## src/rtl/axis_checker_pkg.sv

```systemverilog
// Shared types and helpers for axis_multi_sink_checker and its per-channel ready generator.
package axis_checker_pkg;

  typedef enum logic [1:0] {
    RDY_ALWAYS = 2'd0,
    RDY_HALF   = 2'd1,
    RDY_3Q     = 2'd2
  } rdy_mode_e;

  typedef enum logic [1:0] {
    IDLE = 2'd0,
    RUN  = 2'd1,
    DONE = 2'd2
  } state_e;

  // Right-shifting Galois taps for x^16 + x^14 + x^13 + x^11 + 1
  localparam logic [15:0] LFSR_TAPS = 16'hB400;

  function automatic int clog2_min1(input int n);
    return (n <= 2) ? 1 : $clog2(n);
  endfunction

  function automatic logic [15:0] lfsr_step(input logic [15:0] s);
    return {1'b0, s[15:1]} ^ (s[0] ? LFSR_TAPS : 16'h0000);
  endfunction

endpackage

```

## src/rtl/axis_ready_lfsr.sv

```systemverilog
// Per-channel ready generator: 16-bit Galois LFSR followed by the ready-mode decode.
module axis_ready_lfsr
  import axis_checker_pkg::*;
#(
  parameter logic [15:0] SEED       = 16'hACE1,
  parameter int          READY_MODE = 1
) (
  input  logic clk_i,
  input  logic rst_i,
  input  logic load_i,
  input  logic adv_i,
  output logic rdy_o
);

  localparam rdy_mode_e MODE = rdy_mode_e'(READY_MODE[1:0]);

  logic [15:0] lfsr_q;
  logic [1:0]  cur;

  always_ff @(posedge clk_i or posedge rst_i) begin
    if (rst_i)       lfsr_q <= SEED;
    else if (load_i) lfsr_q <= lfsr_step(SEED);
    else if (adv_i)  lfsr_q <= lfsr_step(lfsr_q);
  end

  // On a reload cycle decode the seed itself, so every run replays the same ready sequence.
  assign cur = load_i ? SEED[1:0] : lfsr_q[1:0];

  always_comb begin
    case (MODE)
      RDY_HALF: rdy_o = cur[0];
      RDY_3Q:   rdy_o = |cur;
      default:  rdy_o = 1'b1;
    endcase
  end

endmodule

```

## config.mk

```make
export PLATFORM = sky130hd
export DESIGN_NAME = axis_ready_lfsr
export DESIGN_NICKNAME = d
export VERILOG_FILES = /design/src/rtl/axis_checker_pkg.sv /design/src/rtl/axis_ready_lfsr.sv
export SDC_FILE = /design/constraint.sdc
export NUM_CORES = 1
export LEC_CHECK = 0
export ABC_AREA = 0
export BUFFER_PORTS_ARGS = -buffer_cell sky130_fd_sc_hd__buf_2
export CAP_MARGIN = 30
export CORE_MARGIN = 4
export CORE_UTILIZATION = 54
export CTS_BUF_LIST = sky130_fd_sc_hd__clkbuf_4
export DETAILED_ROUTE_END_ITERATION = 6
export GPL_TIMING_DRIVEN = 0
export PLACE_DENSITY = 0.75
export SYNTH_ARGS = -nofsm -noshare
export SYNTH_HDL_FRONTEND = slang
export SYNTH_SLANG_ARGS = --single-unit
```

## constraint.sdc

```tcl
create_clock -name clk_i -period 1.1 [get_ports clk_i]
set_clock_uncertainty 0.05 [all_clocks]
set_input_delay 0.165 -clock clk_i [delete_from_list [all_inputs] [get_ports clk_i]]
set_output_delay 0.165 -clock clk_i [all_outputs]
set_load 0.005 [all_outputs]
```

==> flow_summary.rst, run 1 <==
.. list-table::
   :header-rows: 1

   * - Metric
     - Value
   * - Number of antenna violations at the first check in global routing
     - 0
   * - Post-Syn Nets
     - 62
   * - Max capacitance violation total
     - 0
   * - YS warnings
     - 0
   * - Worst slew margin relative to its limit
     - 62.4%
   * - Largest registers in the final layout
     - lfsr_q (16)
   * - Wire length of the first global-routing pass
     - 1750 um
   * - Cell breakdown of the critical path
     - or2_4 > buf_6
   * - Status
     - finished with violations
   * - DRC Markers
     - 0
   * - NumNets Final
     - 73
   * - Critical path launch point type
     - flip-flop
   * - Clock period minus final worst setup slack
     - 1.22 ns
   * - Floorplan die area
     - 1990 um^2
   * - Clock tree from TritonCTS
     - done
   * - Final period util
     - 111%
   * - Aggregate global routing overflow
     - 0
   * - FMAX
     - 822 MHz
   * - Netlist area before placement
     - 726 um^2
   * - Starting DRT DRC Count
     - 6
   * - Data required time at the worst endpoint
     - 0.88 ns
   * - Type of element capturing the critical path
     - output pin
   * - Count of input and output buffers
     - 3
   * - Core Box Area
     - 1190 um^2
   * - Count of fill cells added during filler insertion
     - 93
   * - Boundary pin count
     - 5
   * - Max-slew violations
     - 0
   * - Worst-Margin Slew
     - 0.563 ns
   * - Total via count in the routed design
     - 420
   * - Placement Rows
     - 12
   * - Largest register by flop count
     - lfsr_q
   * - Vias in the first global route
     - 397
   * - Commonest cells after routing, fill and taps aside
     - sky130_fd_sc_hd__mux2i_1 (13), sky130_fd_sc_hd__nor2_1 (9), sky130_fd_sc_hd__dfstp_2 (8), sky130_fd_sc_hd__dfrtp_1 (8), sky130_fd_sc_hd__nand2_1 (6)
   * - Most common library cell in the layout ignoring fill and taps
     - sky130_fd_sc_hd__mux2i_1
   * - Arr. time, crit path
     - 1.00 ns
   * - Cell variety after synth
     - 14
   * - Die Height
     - 44.7 um
   * - Count of clock tree sinks
     - 16
   * - Reg-to-reg slack, setup
     - -0.03 ns
   * - Largest net degree at the start of global routing
     - 17
   * - Antenna diodes
     - 0
   * - Static leakage power
     - 0.394 nW
   * - #FFs+latches synth
     - 16
   * - Share of layout cells above drive strength 1
     - 41.2%
   * - Sum Neg Setup Slack
     - -0.199 ns
   * - Sequential element share of the synthesized area
     - 56.6%
   * - Power per unit of standard cell area
     - 1280 nW/um^2
   * - Clock root buffer master
     - sky130_fd_sc_hd__clkbuf_4
   * - Effective utilization at floorplan
     - 61.2%
   * - Core utilization of the finished layout
     - 71.4%
   * - Die boundary width
     - 44.7 um
   * - Final hold violation count
     - 0
   * - Deepest level of the CTS H-tree
     - 1
   * - Worst Slack Setup Final
     - -0.116 ns
   * - Critical path class
     - flip-flop to output pin
   * - Violations in the final reports
     - setup timing
   * - Vias per cell
     - 5.12
   * - Number of CTS-inserted buffers
     - 3
   * - Crit path max fanout
     - 2
   * - Number of detailed-route iterations in the first pass
     - 4
   * - Worst-case clock buffer depth
     - 2
   * - Class of the tightest hold or removal check
     - primary input to flip-flop
   * - Clock-pin slew reported for the worst setup and hold paths after clock tree synthesis
     - 0.08 ns
   * - Max FFs per register
     - 16
   * - Critical-path cell with the highest stage delay
     - sky130_fd_sc_hd__dfstp_2
   * - Clock latency on the worst-skew pair
     - 0.28 ns
   * - Signed area change from the synthesized netlist to the final layout
     - 16.7%
   * - Maximum single-stage delay on the critical path
     - 0.54 ns
   * - Cell count after synthesis
     - 58
   * - Remaining antenna violation count
     - 0
   * - Routed Wire Length
     - 1070 um
   * - Placed Instances
     - 75
   * - Total of endpoints with negative setup slack in the final report
     - 4
   * - GRT Util Overall
     - 12.8%
   * - Placer congestion estimate
     - 0.714
   * - Setup repair after global routing missed its margin
     - yes
   * - Maximum VDD drop
     - 0.872 mV
   * - Syn Area/Cell
     - 12.5 um^2
   * - Non-Filler Instances
     - 82
   * - Post-detailed-route wirelength per cell
     - 13.0 um
==> cell usage after synthesis <==
| master | count | area (um^2) |
|---|---|---|
| sky130_fd_sc_hd__buf_6 | 2 | 22.5 |
| sky130_fd_sc_hd__a211oi_2 | 2 | 25.0 |
| sky130_fd_sc_hd__or2_2 | 1 | 6.26 |
| sky130_fd_sc_hd__nor3_2 | 1 | 10.0 |
| sky130_fd_sc_hd__dfrtp_1 | 8 | 200 |
| sky130_fd_sc_hd__inv_1 | 2 | 7.51 |
| sky130_fd_sc_hd__dfstp_2 | 8 | 210 |
| sky130_fd_sc_hd__a31oi_1 | 1 | 6.26 |
| sky130_fd_sc_hd__mux2i_1 | 13 | 130 |
| sky130_fd_sc_hd__buf_12 | 1 | 20.0 |
| sky130_fd_sc_hd__nand2_1 | 6 | 22.5 |
| sky130_fd_sc_hd__nor2_1 | 9 | 33.8 |
| sky130_fd_sc_hd__xnor2_1 | 3 | 26.3 |
| sky130_fd_sc_hd__buf_2 | 1 | 5.00 |
==> worst paths after layout <==
kind                                       startpoint                     end  cells after the start
worst max-delay path            lfsr_q[0]$_DFFE_PP1P_                   rdy_o                      2
worst min-delay path                            adv_i  lfsr_q[10]$_DFFE_PP1P_                      3
worst max register to register  lfsr_q[0]$_DFFE_PP1P_  lfsr_q[13]$_DFFE_PP1P_                      4
worst min register to register  lfsr_q[9]$_DFFE_PP0P_   lfsr_q[9]$_DFFE_PP0P_                      2
max in group asynchronous                       rst_i  lfsr_q[13]$_DFFE_PP1P_                      3
min in group asynchronous                       rst_i  lfsr_q[12]$_DFFE_PP0P_                      3
==> power by group <==
| part | leakage (nW) | switching [mW] | internal (mW) |
|---|---|---|---|
| Sequential | 0.178 | 0.0196 | 0.631 |
| Combinational | 0.201 | 0.0651 | 0.0658 |
| Clock | 0.0154 | 0.173 | 0.132 |
==> cell families (layout without fill, tap and decap cells) <==
logic type	count (synthesis)	in the layout	synth area share, %
XOR/XNOR	3	3	3.62
flip-flops	16	16	56.6
AND/OR/NAND/NOR	17	17	10.0
multiplexers	13	13	17.9
AO/OA/AOI/OAI	3	3	4.31
buffers and inverters	6	16	7.59
==> per-layer routing <==
metal	wire length (um)	track usage, %	vias to the layer above
li1	-	-	209
met1	520	16.2	201
met2	489	19.5	6
met3	32	2.44	4
met4	24	9.04	0
met5	0	0	-
==> worst max-delay path: cells and delay by family (launching register included) <==
kind                   cells  cell delay [ns]
buffers and inverters      1             0.08
flip-flops                 1             0.54
AND/OR/NAND/NOR            1             0.11
==> layout make-up <==
class                           instances  area [um^2]  area share [%]
Multi-Input combinational cell         36          292            34.4
Buffer                                  3         36.3            4.28
Timing Repair Buffer                    7         57.6            6.79
Inverter                                2         7.51           0.886
Clock buffer                            3         22.5            2.66
Clock inverter                          1         3.75           0.443
Tap cell                               14         17.5            2.07
Sequential cell                        16          410            48.4
==> stage by stage <==
stage               instance area (um^2)  hold slack [ns]  total power [mW]  setup slack [ns]
detailed placement                   758            0.195             0.777            0.0146
global route                         847            0.145              1.14            -0.153
floorplan                            726           0.0230             0.752            0.0879
finish                               847            0.137              1.09            -0.116
CTS                                  800            0.135              1.09            -0.121
global placement                     758            0.191             0.774            0.0168
==> repair_timing <==
action,CTS,global route
setup buffers,1,2
setup endpoints to repair,1,4
hold endpoints to repair,8,0
gates resized for setup,2,5
hold buffers,1,0
pin swaps,1,6
Note: power is estimated with default switching activity, not from simulation.
==> run 2: changes to the inputs <==
--- a/config.mk
+++ b/config.mk
@@ -6,14 +6,14 @@
 export NUM_CORES = 1
 export LEC_CHECK = 0
 export ABC_AREA = 0
-export BUFFER_PORTS_ARGS = -buffer_cell sky130_fd_sc_hd__buf_2
 export CAP_MARGIN = 30
-export CORE_MARGIN = 4
-export CORE_UTILIZATION = 54
+export CORE_AREA = 4 4 41 43
 export CTS_BUF_LIST = sky130_fd_sc_hd__clkbuf_4
 export DETAILED_ROUTE_END_ITERATION = 6
+export DIE_AREA = 0 0 45 47
+export DONT_BUFFER_PORTS = 1
 export GPL_TIMING_DRIVEN = 0
-export PLACE_DENSITY = 0.75
+export PLACE_DENSITY = 0.7
 export SYNTH_ARGS = -nofsm -noshare
 export SYNTH_HDL_FRONTEND = slang
 export SYNTH_SLANG_ARGS = --single-unit
==> constraint.sdc (replaced) <==
create_clock -name clk_i -period 1.5 [get_ports clk_i]
set_clock_uncertainty 0.05 [all_clocks]
set_input_delay 0.225 -clock clk_i [delete_from_list [all_inputs] [get_ports clk_i]]
set_output_delay 0.225 -clock clk_i [all_outputs]
set_load 0.005 [all_outputs]
==> run 2 against run 1 <==
  * The flow now finishes without violations
  * Register-to-register slack improved by 0.46 ns
  * Non-clock buffer count decreased by 5
  * Combinational power down 37%
  * Critical path type unchanged
  * Die area grew 6.0%
  * Setup slack improved by 0.27 ns
  * Clock-buffer cell count stayed put
  * Sequential share of layout area increased by 4.1 points
  * Via count fell by 3.8%
  * Final cell count fell by 4.9%
  * First-iteration DRC count fell by 33%
  * Worst hold slack worse by 0.051 ns
==> flow_summary.rst, run 2 (synthesis gave the netlist of run 1 again) <==
.. list-table::
   :header-rows: 1

   * - Metric
     - Value
   * - Placer congestion estimate
     - 0.706 (-1.1%)
   * - Vias per cell
     - 5.18 (+1.1%)
   * - DRC Markers
     - 0 (unchanged)
   * - Clock latency on the worst-skew pair
     - 0.28 ns (about the same)
   * - Max-slew violations
     - 0 (unchanged)
   * - Wire length of the first global-routing pass
     - 1840 um (+5.1%)
   * - NumNets Final
     - 68 (-6.8%)
   * - Floorplan die area
     - 2120 um^2 (+6.0%)
   * - Max FFs per register
     - 16 (unchanged)
   * - Largest register by flop count
     - lfsr_q
   * - GRT Util Overall
     - 12.6% (-0.26 points)
   * - Effective utilization at floorplan
     - 55.8% (-5.4 points)
   * - Worst R2R End
     - lfsr_q[10]$_DFFE_PP1P_
   * - Critical path class
     - flip-flop to output pin
   * - Clock root buffer master
     - sky130_fd_sc_hd__clkbuf_4
   * - Worst-Margin Slew
     - 0.565 ns (+0.00210 ns)
   * - Worst-case clock buffer depth
     - 2 (unchanged)
   * - Placement Rows
     - 13 (+1)
   * - Number of antenna violations at the first check in global routing
     - 0 (unchanged)
   * - Dpl hpwl
     - 730 um
   * - Max capacitance violation total
     - 0 (unchanged)
   * - Data required time at the worst endpoint
     - 1.22 ns (+0.34 ns)
   * - Non-Filler Instances
     - 78 (-4.9%)
   * - Power per unit of standard cell area
     - 1000 nW/um^2 (-22%)
   * - Signed area change from the synthesized netlist to the final layout
     - 7.59%
   * - Crit path max fanout
     - 6 (+4)
   * - Core Box Area
     - 1300 um^2 (+9.7%)
   * - Total of endpoints with negative setup slack in the final report
     - 0 (-4)
   * - Reg-to-reg slack, setup
     - 0.43 ns (+0.46 ns)
   * - Antenna diodes
     - 0 (unchanged)
   * - Worst hold-check slack
     - 0.0855 ns (-0.0515 ns)
   * - Launching point of the worst reg2reg path
     - lfsr_q[0]$_DFFE_PP1P_
   * - Class of the tightest hold or removal check
     - primary input to flip-flop
   * - Type of element capturing the critical path
     - output pin
   * - Number of detailed-route iterations in the first pass
     - 2 (-2)
   * - Clock period minus final worst setup slack
     - 1.35 ns
   * - Count of fill cells added during filler insertion
     - 131 (+41%)
   * - Count of clock tree sinks
     - 16 (unchanged)
   * - Critical path launch point type
     - flip-flop
   * - Sum Neg Setup Slack
     - 0 ns (+0.199 ns)
   * - Worst slew margin relative to its limit
     - 62.3% (-0.14 points)
   * - FMAX
     - 741 MHz
   * - DP Area
     - 744 um^2 (-1.8%)
   * - R2r worst-path depth
     - 3 (-1)
   * - Boundary pin count
     - 5 (unchanged)
   * - Largest net degree at the start of global routing
     - 17 (unchanged)
   * - Clock tree from TritonCTS
     - done
   * - Setup repair after global routing missed its margin
     - no
   * - Most common library cell in the layout ignoring fill and taps
     - sky130_fd_sc_hd__mux2i_1
   * - Die boundary width
     - 45 um (+0.76%)
   * - Arr. time, crit path
     - 1.07 ns (+0.07 ns)
   * - Final hold violation count
     - 0 (unchanged)
   * - Hold endpoint
     - lfsr_q[9]$_DFFE_PP0P_
   * - Maximum VDD drop
     - 0.604 mV (-31%)
   * - CTS resizes
     - 0 (-2)
   * - Launch point of the worst hold path
     - load_i
   * - Count of input and output buffers
     - 0 (-3)
   * - Vias in the first global route
     - 419 (+5.5%)
   * - Overall power consumption
     - 782 uW (-28%)
   * - Deepest level of the CTS H-tree
     - 1 (unchanged)
   * - Remaining antenna violation count
     - 0 (unchanged)
   * - Post-route cell area
     - 781 um^2 (-7.8%)
   * - Static leakage power
     - 0.352 nW (-11%)
   * - Number of CTS-inserted buffers
     - 3 (unchanged)
   * - Worst Hold Path Cells
     - 2 (-1)
   * - Largest registers in the final layout
     - lfsr_q (16)
   * - Share of layout cells above drive strength 1
     - 30.2% (-11 points)
   * - Commonest cells after routing, fill and taps aside
     - sky130_fd_sc_hd__mux2i_1 (13), sky130_fd_sc_hd__nor2_1 (9), sky130_fd_sc_hd__dfstp_2 (8), sky130_fd_sc_hd__dfrtp_1 (8), sky130_fd_sc_hd__nand2_1 (6)
   * - Starting DRT DRC Count
     - 4 (-2)
   * - Total via count in the routed design
     - 404 (-3.8%)
   * - Routed Wire Length
     - 1010 um (-5.2%)
   * - Placed Instances
     - 73 (-2.7%)
   * - Die Height
     - 47 um (+5.2%)
   * - Clock-pin slew reported for the worst setup and hold paths after clock tree synthesis
     - 0.09 ns (about the same)
   * - Aggregate global routing overflow
     - 0 (unchanged)
   * - Status
     - complete, no violations
   * - Final period util
     - 90.0%
   * - Post-detailed-route wirelength per cell
     - 13.0 um (-0.29%)
==> run 2: cell types whose count changed in the layout (fill, tap and decap cells not counted), moves of 2 or more <==
cell / previous run / this run
sky130_fd_sc_hd__buf_4: 2 / 0
sky130_fd_sc_hd__xnor2_2: 3 / 0
sky130_fd_sc_hd__xnor2_1: 0 / 3
sky130_fd_sc_hd__buf_2: 3 / 1
==> run 2: worst max path at each step <==
stage                     startpoint                     end  slack, ns  cells after the start
2_1_floorplan  lfsr_q[0]$_DFFE_PP1P_                   rdy_o       0.47                      2
3_3_place_gp   lfsr_q[0]$_DFFE_PP1P_  lfsr_q[12]$_DFFE_PP0P_       0.45                      3
3_5_place_dp   lfsr_q[0]$_DFFE_PP1P_  lfsr_q[12]$_DFFE_PP0P_       0.44                      3
4_1_cts        lfsr_q[0]$_DFFE_PP1P_                   rdy_o       0.14                      2
5_1_grt        lfsr_q[0]$_DFFE_PP1P_                   rdy_o       0.12                      2
6_report       lfsr_q[0]$_DFFE_PP1P_                   rdy_o       0.15                      2
==> run 2: what timing repair did <==
action | CTS | global route
hold buffers | 1 | 0
endpoints found under the hold margin | 8 | 0
setup buffers | 0 | 0
==> run 2: per-layer routing <==
metal  global-route usage [%]  part of all wire (%)
met5                        0                     0
met4                     8.77                   2.1
met3                     2.30                   2.8
met1                     17.6                    49
met2                     17.5                    46
==> run 2: where the power goes <==
group	internal, mW	leakage, nW	switching [mW]
registers	0.463	0.178	0.0126
clock network	0.0966	0.0154	0.127
logic	0.0391	0.159	0.0438
total	0.599	0.352	0.183
==> run 2: worst max-delay path, cell delays in order (launching register included) <==
cell,delay (ns)
sky130_fd_sc_hd__dfstp_2,0.37
sky130_fd_sc_hd__buf_6,0.12
sky130_fd_sc_hd__or2_2,0.30
==> run 2: cell type report <==
cell class              count  area [um^2]  area share, %
plain buffers               4         47.5           6.09
clock inverters             1         3.75          0.481
multi-input cells          36          260           33.3
flip-flops and latches     16          410           52.6
inverters                   2         7.51          0.962
clock buffers               3         22.5           2.88
well taps                  15         18.8           2.40
repair buffers              1         10.0           1.28
==> run 2: metrics by stage <==
step | util, % | setup slack (ns)
3_5_place_dp | 57.2 | 0.442
5_1_grt | 60.0 | 0.121
4_1_cts | 60.0 | 0.137
6_report | 60.0 | 0.151
2_1_floorplan | - | 0.472
3_3_place_gp | 57.2 | 0.449
==> run 3: changes to the inputs <==
--- a/config.mk
+++ b/config.mk
@@ -7,13 +7,15 @@
 export LEC_CHECK = 0
 export ABC_AREA = 0
 export CAP_MARGIN = 30
-export CORE_AREA = 4 4 41 43
+export CELL_PAD_IN_SITES_DETAIL_PLACEMENT = 2
+export CELL_PAD_IN_SITES_GLOBAL_PLACEMENT = 2
+export CORE_MARGIN = 4
+export CORE_UTILIZATION = 25
 export CTS_BUF_LIST = sky130_fd_sc_hd__clkbuf_4
 export DETAILED_ROUTE_END_ITERATION = 6
-export DIE_AREA = 0 0 45 47
 export DONT_BUFFER_PORTS = 1
 export GPL_TIMING_DRIVEN = 0
-export PLACE_DENSITY = 0.7
+export PLACE_DENSITY_LB_ADDON = 0.1
 export SYNTH_ARGS = -nofsm -noshare
 export SYNTH_HDL_FRONTEND = slang
 export SYNTH_SLANG_ARGS = --single-unit
==> run 3 against run 2 <==
  * Design area grew 2.6%
  * Wire length grew 30%
  * Register-to-register slack is essentially flat
  * Combinational power grew 3.3%
  * Sequential share of layout area shrank 1.3 points
  * Core utilization shrank 31 points
  * First-iteration DRC count grew to 6.3 times the previous value
  * Global-route usage shrank 3.5 points
  * Non-clock buffer count is the same
  * Final cell count grew 21%
  * Critical path type unchanged
  * Largest power group unchanged
==> flow_summary.rst, run 3 (synthesis gave the netlist of run 1 again) <==
.. list-table::
   :header-rows: 1

   * - Metric
     - Value
   * - Clock tree from TritonCTS
     - done
   * - Vias per cell
     - 4.53 (-13%)
   * - Floorplan die area
     - 3830 um^2 (+81%)
   * - Boundary pin count
     - 5 (unchanged)
   * - Clock latency on the worst-skew pair
     - 0.29 ns (about the same)
   * - Number of CTS-inserted buffers
     - 3 (unchanged)
   * - NumNets Final
     - 68 (unchanged)
   * - Crit path max-delay family
     - flip-flops
   * - Vias in the first global route
     - 499 (+19%)
   * - DRC Markers
     - 0 (unchanged)
   * - Total via count in the routed design
     - 426 (+5.4%)
   * - Aggregate global routing overflow
     - 0 (unchanged)
   * - Status
     - complete, no violations
   * - GRT Util Overall
     - 9.02% (-3.5 points)
   * - Crit path max fanout
     - 6 (unchanged)
   * - Max FFs per register
     - 16 (unchanged)
   * - Worst-Margin Slew
     - 0.614 ns (+0.0493 ns)
   * - Placed Instances
     - 89 (+22%)
   * - Largest net degree at the start of global routing
     - 17 (unchanged)
   * - Class of the tightest hold or removal check
     - primary input to flip-flop
   * - Largest register by flop count
     - lfsr_q
   * - Final hold violation count
     - 0 (unchanged)
   * - Placer congestion estimate
     - 0.603 (-15%)
   * - Core utilization of the finished layout
     - 29.0% (-31 points)
   * - Number of detailed-route iterations in the first pass
     - 4 (+2)
   * - Max capacitance violation total
     - 0 (unchanged)
   * - Post-route cell area
     - 801 um^2 (+2.6%)
   * - Largest registers in the final layout
     - lfsr_q (16)
   * - Worst slew margin relative to its limit
     - 59.0% (-3.3 points)
   * - Maximum single-stage delay on the critical path
     - 0.38 ns (about the same)
   * - Reg area
     - 410 um^2 (unchanged)
   * - Clock period minus final worst setup slack
     - 1.36 ns (+0.00953 ns)
   * - Data required time at the worst endpoint
     - 1.22 ns (about the same)
   * - Commonest cells after routing, fill and taps aside
     - sky130_fd_sc_hd__mux2i_1 (13), sky130_fd_sc_hd__nor2_1 (9), sky130_fd_sc_hd__dfstp_2 (8), sky130_fd_sc_hd__dfrtp_1 (8), sky130_fd_sc_hd__nand2_1 (6)
   * - Count of input and output buffers
     - 0 (unchanged)
   * - Setup repair after global routing missed its margin
     - no
   * - FMAX
     - 736 MHz (-0.70%)
   * - Type of element capturing the critical path
     - output pin
   * - Core Box Area
     - 2760 um^2 (+110%)
   * - Count of clock tree sinks
     - 16 (unchanged)
   * - Clock-pin slew reported for the worst setup and hold paths after clock tree synthesis
     - 0.10 ns (about the same)
   * - Dpl hpwl
     - 927 um (+27%)
   * - Launch point of the worst hold path
     - load_i
   * - Sum Neg Setup Slack
     - 0 ns (unchanged)
   * - Worst-case clock buffer depth
     - 2 (unchanged)
   * - Count of fill cells added during filler insertion
     - 306 (+130%)
   * - Non-Filler Instances
     - 94 (+21%)
   * - Antenna diodes
     - 0 (unchanged)
   * - Post-detailed-route wirelength per cell
     - 14.0 um (+8.1%)
   * - DP Area
     - 764 um^2 (+2.7%)
   * - WP buf/inv
     - 1 (unchanged)
   * - Deepest level of the CTS H-tree
     - 1 (unchanged)
   * - Die Height
     - 61.9 um (+32%)
   * - Wire length of the first global-routing pass
     - 2390 um (+30%)
   * - Routed Wire Length
     - 1320 um (+30%)
   * - Power per unit of standard cell area
     - 1000 nW/um^2 (about the same)
   * - Remaining antenna violation count
     - 0 (unchanged)
   * - Most common library cell in the layout ignoring fill and taps
     - sky130_fd_sc_hd__mux2i_1
   * - Placement Rows
     - 19 (+6)
   * - Worst Slack Setup Final
     - 0.141 ns (-0.00953 ns)
   * - Number of antenna violations at the first check in global routing
     - 0 (unchanged)
   * - Total of endpoints with negative setup slack in the final report
     - 0 (unchanged)
   * - Signed area change from the synthesized netlist to the final layout
     - 10.3%
   * - Maximum VDD drop
     - 0.369 mV (-39%)
   * - Timing startpoint of the critical path
     - lfsr_q[0]$_DFFE_PP1P_
   * - Die boundary width
     - 61.9 um (+38%)
   * - Final period util
     - 90.6% (+0.64 points)
   * - Combined area of the multi-input logic cells
     - 260 um^2 (unchanged)
   * - Effective utilization at floorplan
     - 26.3% (-29 points)
   * - Worst-case setup slack after placement
     - 0.430 ns (-0.0114 ns)
   * - Launching point of the worst reg2reg path
     - lfsr_q[0]$_DFFE_PP1P_
   * - Overall power consumption
     - 802 uW (+2.6%)
   * - Share of layout cells above drive strength 1
     - 30.2% (unchanged)
   * - Arr. time, crit path
     - 1.08 ns (about the same)
   * - CTS resizes
     - 0 (unchanged)
   * - Max-slew violations
     - 0 (unchanged)
   * - Static leakage power
     - 0.352 nW (unchanged)
   * - Starting DRT DRC Count
     - 25 (+21)
   * - Cell breakdown of the critical path
     - buf_6 > or2_2
   * - Clock root buffer master
     - sky130_fd_sc_hd__clkbuf_4
   * - Critical-path cell with the highest stage delay
     - sky130_fd_sc_hd__dfstp_2
   * - Worst hold-check slack
     - 0.0821 ns (-0.00331 ns)
   * - Critical path class
     - flip-flop to output pin
   * - Critical path launch point type
     - flip-flop
run 3: path summary, 6_finish.rpt:
check,end,slack [ns],cells after the start
setup / recovery,rdy_o,0.14,2
hold / removal,lfsr_q[13]$_DFFE_PP1P_,0.08,2
setup reg to reg,lfsr_q[10]$_DFFE_PP1P_,0.42,3
hold reg to reg,lfsr_q[4]$_DFFE_PP0P_,0.48,2
max in group asynchronous,lfsr_q[12]$_DFFE_PP0P_,0.61,2
min in group asynchronous,lfsr_q[9]$_DFFE_PP0P_,0.39,2
run 3: worst register-to-register path, cell delays in order, from the launching register on:
cell                       delay, ns
sky130_fd_sc_hd__dfstp_2        0.53
sky130_fd_sc_hd__buf_6          0.12
sky130_fd_sc_hd__xnor2_1        0.10
sky130_fd_sc_hd__a211oi_2       0.22
run 3: layout make-up:
class / count / area share [%]
inverter: 2 / 0.938
tap: 31 / 4.84
clock inverter: 1 / 0.469
timing repair buffer: 1 / 1.25
buffer: 4 / 5.94
clock buffer: 3 / 2.81
sequential: 16 / 51.3
multi-input combinational: 36 / 32.5
run 3: timing repair:
| item | in CTS | in global routing |
|---|---|---|
| hold buffers | 1 | 0 |
| buffers inserted | 0 | 0 |
| hold endpoints to repair | 8 | 0 |
run 3: per-layer routing:
| layer | wire, um | part of all wire, % | GRT usage, % |
|---|---|---|---|
| met1 | 665 | 50 | 11.3 |
| met2 | 544 | 41 | 13.3 |
| met3 | 60 | 4.6 | 2.48 |
| met4 | 47 | 3.6 | 6.36 |
| met5 | 0 | 0 | 0 |
run 3: report_power, final:
| group | leakage, nW | internal [mW] | switching, mW |
|---|---|---|---|
| registers | 0.178 | 0.463 | 0.0135 |
| logic | 0.159 | 0.0391 | 0.0466 |
| clock network | 0.0154 | 0.0968 | 0.143 |
| total | 0.352 | 0.599 | 0.203 |
